### src/rtl/share_serial_collector_if.sv
// Share-in / frame-out handshake bundle for the serial share collector.
// slave = collector view, master = upstream/downstream environment view.
interface share_serial_collector_if #(
    parameter int WIDTH   = 8,
    parameter int NSHARES = 3,
    parameter int IDXW    = $clog2(NSHARES)
);
    logic                     in_valid;
    logic                     in_first;
    logic [WIDTH-1:0]         in_share;
    logic                     in_ready;
    logic                     out_valid;
    logic                     out_ready;
    logic [NSHARES*WIDTH-1:0] out_shares;
    logic [IDXW-1:0]          share_idx;
    logic                     sync_err;

    modport slave (
        input  in_valid, in_first, in_share, out_ready,
        output in_ready, out_valid, out_shares, share_idx, sync_err
    );

    modport master (
        output in_valid, in_first, in_share, out_ready,
        input  in_ready, out_valid, out_shares, share_idx, sync_err
    );
endinterface

### src/rtl/share_serial_collector.sv
// Assembles NSHARES serial shares into one registered frame; out_valid rises 1 cycle after the last share.
// While a frame is held, in_ready follows out_ready so a new share only enters as the frame leaves.
module share_serial_collector #(
    parameter int WIDTH           = 8,
    parameter int NSHARES         = 3,
    parameter bit ZERO_ON_CONSUME = 1'b1
) (
    input logic                     clk,
    input logic                     rst,
    share_serial_collector_if.slave bus
);
    localparam int IDXW = $clog2(NSHARES);
    localparam logic [IDXW-1:0] LAST_IDX = IDXW'(NSHARES - 1);

    typedef enum logic {COLLECT = 1'b0, HOLD = 1'b1} state_e;

    state_e                         state_q, state_d;
    logic [NSHARES-1:0][WIDTH-1:0]  slots_q, slots_d;
    logic [IDXW-1:0]                idx_q, idx_d;
    logic                           sync_err_q, sync_err_d;
    logic                           in_ready;
    logic                           accept;
    logic                           consume;

    assign in_ready = (state_q == COLLECT) || bus.out_ready;
    assign accept   = bus.in_valid && in_ready;
    assign consume  = (state_q == HOLD) && bus.out_ready;

    always_ff @(posedge clk) begin
        if (rst) begin
            state_q    <= COLLECT;
            slots_q    <= '0;
            idx_q      <= '0;
            sync_err_q <= 1'b0;
        end else begin
            state_q    <= state_d;
            slots_q    <= slots_d;
            idx_q      <= idx_d;
            sync_err_q <= sync_err_d;
        end
    end

    always_comb begin
        state_d    = state_q;
        slots_d    = slots_q;
        idx_d      = idx_q;
        sync_err_d = 1'b0;
        unique case (state_q)
            COLLECT: begin
                if (accept) begin
                    // A share-0 marker mid-frame means upstream lost alignment: restart here.
                    if (bus.in_first && (idx_q != '0)) begin
                        if (ZERO_ON_CONSUME) begin
                            slots_d = '0;
                        end
                        slots_d[0] = bus.in_share;
                        idx_d      = IDXW'(1);
                        sync_err_d = 1'b1;
                    end else begin
                        slots_d[idx_q] = bus.in_share;
                        if (idx_q == LAST_IDX) begin
                            idx_d   = '0;
                            state_d = HOLD;
                        end else begin
                            idx_d = idx_q + IDXW'(1);
                        end
                    end
                end
            end
            HOLD: begin
                if (consume) begin
                    state_d = COLLECT;
                    idx_d   = '0;
                    if (ZERO_ON_CONSUME) begin
                        slots_d = '0;
                    end
                    if (accept) begin
                        slots_d[0] = bus.in_share;
                        idx_d      = IDXW'(1);
                    end
                end
            end
            default: state_d = COLLECT;
        endcase
    end

    always_comb begin
        bus.in_ready   = in_ready;
        bus.out_valid  = (state_q == HOLD);
        bus.out_shares = slots_q;
        bus.share_idx  = idx_q;
        bus.sync_err   = sync_err_q;
    end
endmodule

### src/flat_wrapper.sv
// flat-port wrapper written by rule: the top's interface ports become plain ports
module share_serial_collector_flat 
#(
    parameter int WIDTH           = 8,
    parameter int NSHARES         = 3,
    parameter bit ZERO_ON_CONSUME = 1'b1
)
  (clk, rst, bus_in_valid, bus_in_first, bus_in_share, bus_out_ready, bus_in_ready, bus_out_valid, bus_out_shares, bus_share_idx, bus_sync_err);
  share_serial_collector_if #(.WIDTH(WIDTH), .NSHARES(NSHARES)) bus_i ();
  input logic clk;
  input logic rst;
  input wire logic [$bits(bus_i.in_valid)-1:0] bus_in_valid;
  input wire logic [$bits(bus_i.in_first)-1:0] bus_in_first;
  input wire logic [$bits(bus_i.in_share)-1:0] bus_in_share;
  input wire logic [$bits(bus_i.out_ready)-1:0] bus_out_ready;
  output wire logic [$bits(bus_i.in_ready)-1:0] bus_in_ready;
  output wire logic [$bits(bus_i.out_valid)-1:0] bus_out_valid;
  output wire logic [$bits(bus_i.out_shares)-1:0] bus_out_shares;
  output wire logic [$bits(bus_i.share_idx)-1:0] bus_share_idx;
  output wire logic [$bits(bus_i.sync_err)-1:0] bus_sync_err;
  assign bus_i.in_valid = bus_in_valid;
  assign bus_i.in_first = bus_in_first;
  assign bus_i.in_share = bus_in_share;
  assign bus_i.out_ready = bus_out_ready;
  assign bus_in_ready = bus_i.in_ready;
  assign bus_out_valid = bus_i.out_valid;
  assign bus_out_shares = bus_i.out_shares;
  assign bus_share_idx = bus_i.share_idx;
  assign bus_sync_err = bus_i.sync_err;
  share_serial_collector #(.WIDTH(WIDTH), .NSHARES(NSHARES), .ZERO_ON_CONSUME(ZERO_ON_CONSUME)) u_core (.clk(clk), .rst(rst), .bus(bus_i));
endmodule
### config.mk
export PLATFORM = sky130hd
export DESIGN_NAME = share_serial_collector_flat
export DESIGN_NICKNAME = d
export VERILOG_FILES = /design/src/rtl/share_serial_collector_if.sv /design/src/rtl/share_serial_collector.sv /design/src/flat_wrapper.sv
export SDC_FILE = /design/constraint.sdc
export NUM_CORES = 1
export LEC_CHECK = 0
export ABC_AREA = 1
export BUFFER_PORTS_ARGS = -buffer_cell sky130_fd_sc_hd__buf_2
export CAP_MARGIN = 20
export CORE_MARGIN = 2
export CORE_UTILIZATION = 30
export DETAILED_ROUTE_END_ITERATION = 16
export HOLD_SLACK_MARGIN = 0.1
export PLACE_DENSITY_LB_ADDON = 0.15
export SETUP_SLACK_MARGIN = 0.4
export SLEW_MARGIN = 0
export SYNTH_ARGS = -nofsm -noshare
export SYNTH_HDL_FRONTEND = slang
export SYNTH_SLANG_ARGS = --single-unit
### constraint.sdc
create_clock -name clk -period 1.6 [get_ports clk]
set_input_delay 0.16 -clock clk [delete_from_list [all_inputs] [get_ports clk]]
set_output_delay 0.16 -clock clk [all_outputs]
set_load 0.01 [all_outputs]
==> summary.md <==
| Metric | Value |
|---|---|
| Status | complete, no violations |
| Post-Synthesis Cell Area | 1100 um2 |
| DR WL/cell | 13.0 um |
| Root Buffer | clkbuf_4 |
| Startpoint types | flip-flop |
| CTS tree | built |
| Netlist cell types | 18 |
| Final TNS setup | 0 ps |
| Detailed Place HPWL | around 2100 um |
| Simple-Gate Fraction of Synth Area | 35.0% |
| Share of layout cells above drive strength 1 | 36.1% |
| Syn Nets | ~170 |
| Data required time of the worst path | 1850 ps |
| Post-placement cell area | 1360 um2 |
| # diodes | 0 |
| Clk pin slew, worst setup/hold paths | roughly 160 ps |
| Slew at the pin with the worst max-slew slack | 237 ps |
| Largest area contributor in the netlist | dfxtp_1 |
| NumNets Final | 230 |
| Clk_skew | around 11 ps |
| DIE AREA | 4160 um2 |
| DR vias | 1242 |
| Lkg Pwr | 0.770 nW |
| HP Class | in -> reg |
| Fmax | ~850 MHz |
| Maximum clock path buffer count | 2 |
| Port buffer count | 41 |
| Tcrit/Tclk final | 73.7% |
| Pwr dens | 877 nW/um2 |
| TritonCTS Buffers | 3 |
| Main combinational cell family by area after synthesis | simple AND/OR/NAND/NOR gates |
| Yosys Warn Count | 0 |
| Via density | 4.74 |
| Setup-failing EPs final | 0 |
| Mux contribution to synthesized area | 0% |
| RD Place Congestion | 0.964 |
| Fin. Hold Viols | 0 |
| Core footprint | 3420 um2 |
| Cell Rows | 21 |
| Post-route minimum period | 1180 ps |
| Critical path arrival | 1430 ps |
| Post-synthesis sequential area ratio | 51.0% |
| Die Wd | 64.5 um |
| Layout Area Growth over Synthesis | 53.9% |
| XOR/XNOR Fraction of Synth Area | 0% |
| Critical setup path kind | reg -> reg |
| Worst Setup End Kind | flip-flop |
| Die H | 64.5 um |
| MaxCap Viol Count | 0 |
| Detailed Route WL | between 3000 and 4000 um |
| Seq cells post-synth | 28 |
| Leading cell type in the layout, fill and taps excluded | nand2_1 |
| Syn Inst Count | 153 |
| Antenna violations before repair | 0 |
| First-pass GRT wire length | a little over 5000 um |
| Initial DRC count | 37 |
| 1st-pass router iterations | 4 |
| RSZ-0062 raised after global routing | yes |
| Clock Latency Late Sink | around 340 ps |
| Final ANT Viol Nets | 0 |
| I/O pin total | 42 |
| Largest net degree at the start of global routing | 20 |
| Top cells by area, synth | dfxtp_1 51%, nand2_1 21%, a21oi_1 7.7%, nor2_1 6.8%, nand3_1 4.1% |
| Compound-cell area share of the yosys netlist | approximately a tenth |
| Max_slew headroom | 84.2% |
| Adder-Cell Fraction of Synth Area | 0% |
| Commonest non-fill, non-tap cells in the layout | 53 x nand2_1, 41 x buf_2, 25 x dfxtp_1 |
| CTS sink count | 28 |
| Post-synth top area share | around half |
| Syn Area/Cell | about 7 um2 |
| Initial Utilization | 32.2% |
| # DRC | 0 |
| Worst-path maximum fanout | 4 |
| H-tree level count | 1 |
| Vias in the first global route | 1180 |
| Fin. max-slew vios | 0 |
| Peak supply drop | between 0.4 and 0.5 mV |
| GRT Total Usage | 15.7% |
| Grt ovf | 0 |
| Finished Cell Area | 1690 um2 |
==> critical path, cell delays in order (launching register included) <==
cell and delay, ps:
dfxtp_4 400, inv_4 80, nand2_2 70, o21ai_4 80
buf_6 140, buf_4 110, nand3_1 90, nand2_1 70
nor2_1 40
==> kinds of logic (layout without fill, tap and decap cells) <==
family / Yosys count / count (layout)
buf+inv: 10 / 70
simple gates: 94 / 96
compound gates: 21 / 22
flops: 28 / 28
==> what timing repair did <==
item | CTS | global route
hold endpoints to repair | 16 | 0
hold buffers | 9 | 0
setup buffers | 4 | 3
setup endpoints to repair | 25 | 27
pin swaps | 0 | 6
gates resized for setup | 6 | 20
gates cloned | 1 | 2
==> registers in the layout, indices dropped and copies added, names as in the netlist <==
register / flops
u_core.bus.share_idx: 2
u_core.bus.out_shares: 24
u_core.bus.sync_err: 1
u_core.bus.out_valid: 1
==> Yosys cell counts <==
library cell  instances
nor3_1                1
clkinv_1              1
nand3_1               9
a21oi_1              17
o21ai_2               1
inv_2                 1
dfxtp_1              28
clkbuf_1              2
a21oi_2               1
nor2_1               20
o21a_1                1
buf_2                 1
nand2_1              60
nor2_4                1
nor2_2                2
nand3_2               1
inv_1                 5
o21ai_1               1
==> path summary, 6_finish.rpt <==
kind         slack (ps)                   endpoint  cells after the start                     start
max                 420  u_core.bus.out_shares[17]                      8      u_core.bus.out_valid
min                 120        u_core.bus.sync_err                      3              bus_in_first
max reg2reg         420  u_core.bus.out_shares[17]                      8      u_core.bus.out_valid
min reg2reg         470   u_core.bus.out_shares[6]                      2  u_core.bus.out_shares[6]
==> layer usage <==
metal / global-route usage, % / wire length [um]
met1: 18.8 / 1450
met2: 27.6 / 1650
met3: 4.34 / 211
met4: 4.26 / 86
met5: 0 / 0
==> power breakdown <==
part	leakage [nW]	internal (W)	switching, W
clock network	0.0279	0.000254	0.000213
logic	0.512	0.000116	0.000155
registers	0.230	0.000728	0.0000176
total	0.770	0.00110	0.000385
==> stage by stage <==
step / power (W) / setup slack (ps) / instances / utilization (%) / hold slack, ps
2_1_floorplan: 0.000875 / 419 / 153 / - / 303
3_3_place_gp: 0.000954 / 359 / 239 / 39.9 / 448
3_5_place_dp: 0.000957 / 320 / 239 / 39.9 / 455
4_1_cts: 0.00146 / 359 / 257 / 46.1 / 131
5_1_grt: 0.00156 / 297 / 262 / 49.5 / 132
6_report: 0.00148 / 420 / 262 / 49.5 / 122
==> final cells by class <==
type | instances | area, um2
Clock buffer | 3 | 22.5
Clock inverter | 1 | 30.0
Fill cell | 342 | 1730
Inverter | 7 | 28.8
Multi-Input combinational cell | 118 | 591
Sequential cell | 28 | 569
Tap cell | 46 | 57.6
Timing Repair Buffer | 59 | 392
Power figures use the tool's default switching activity.
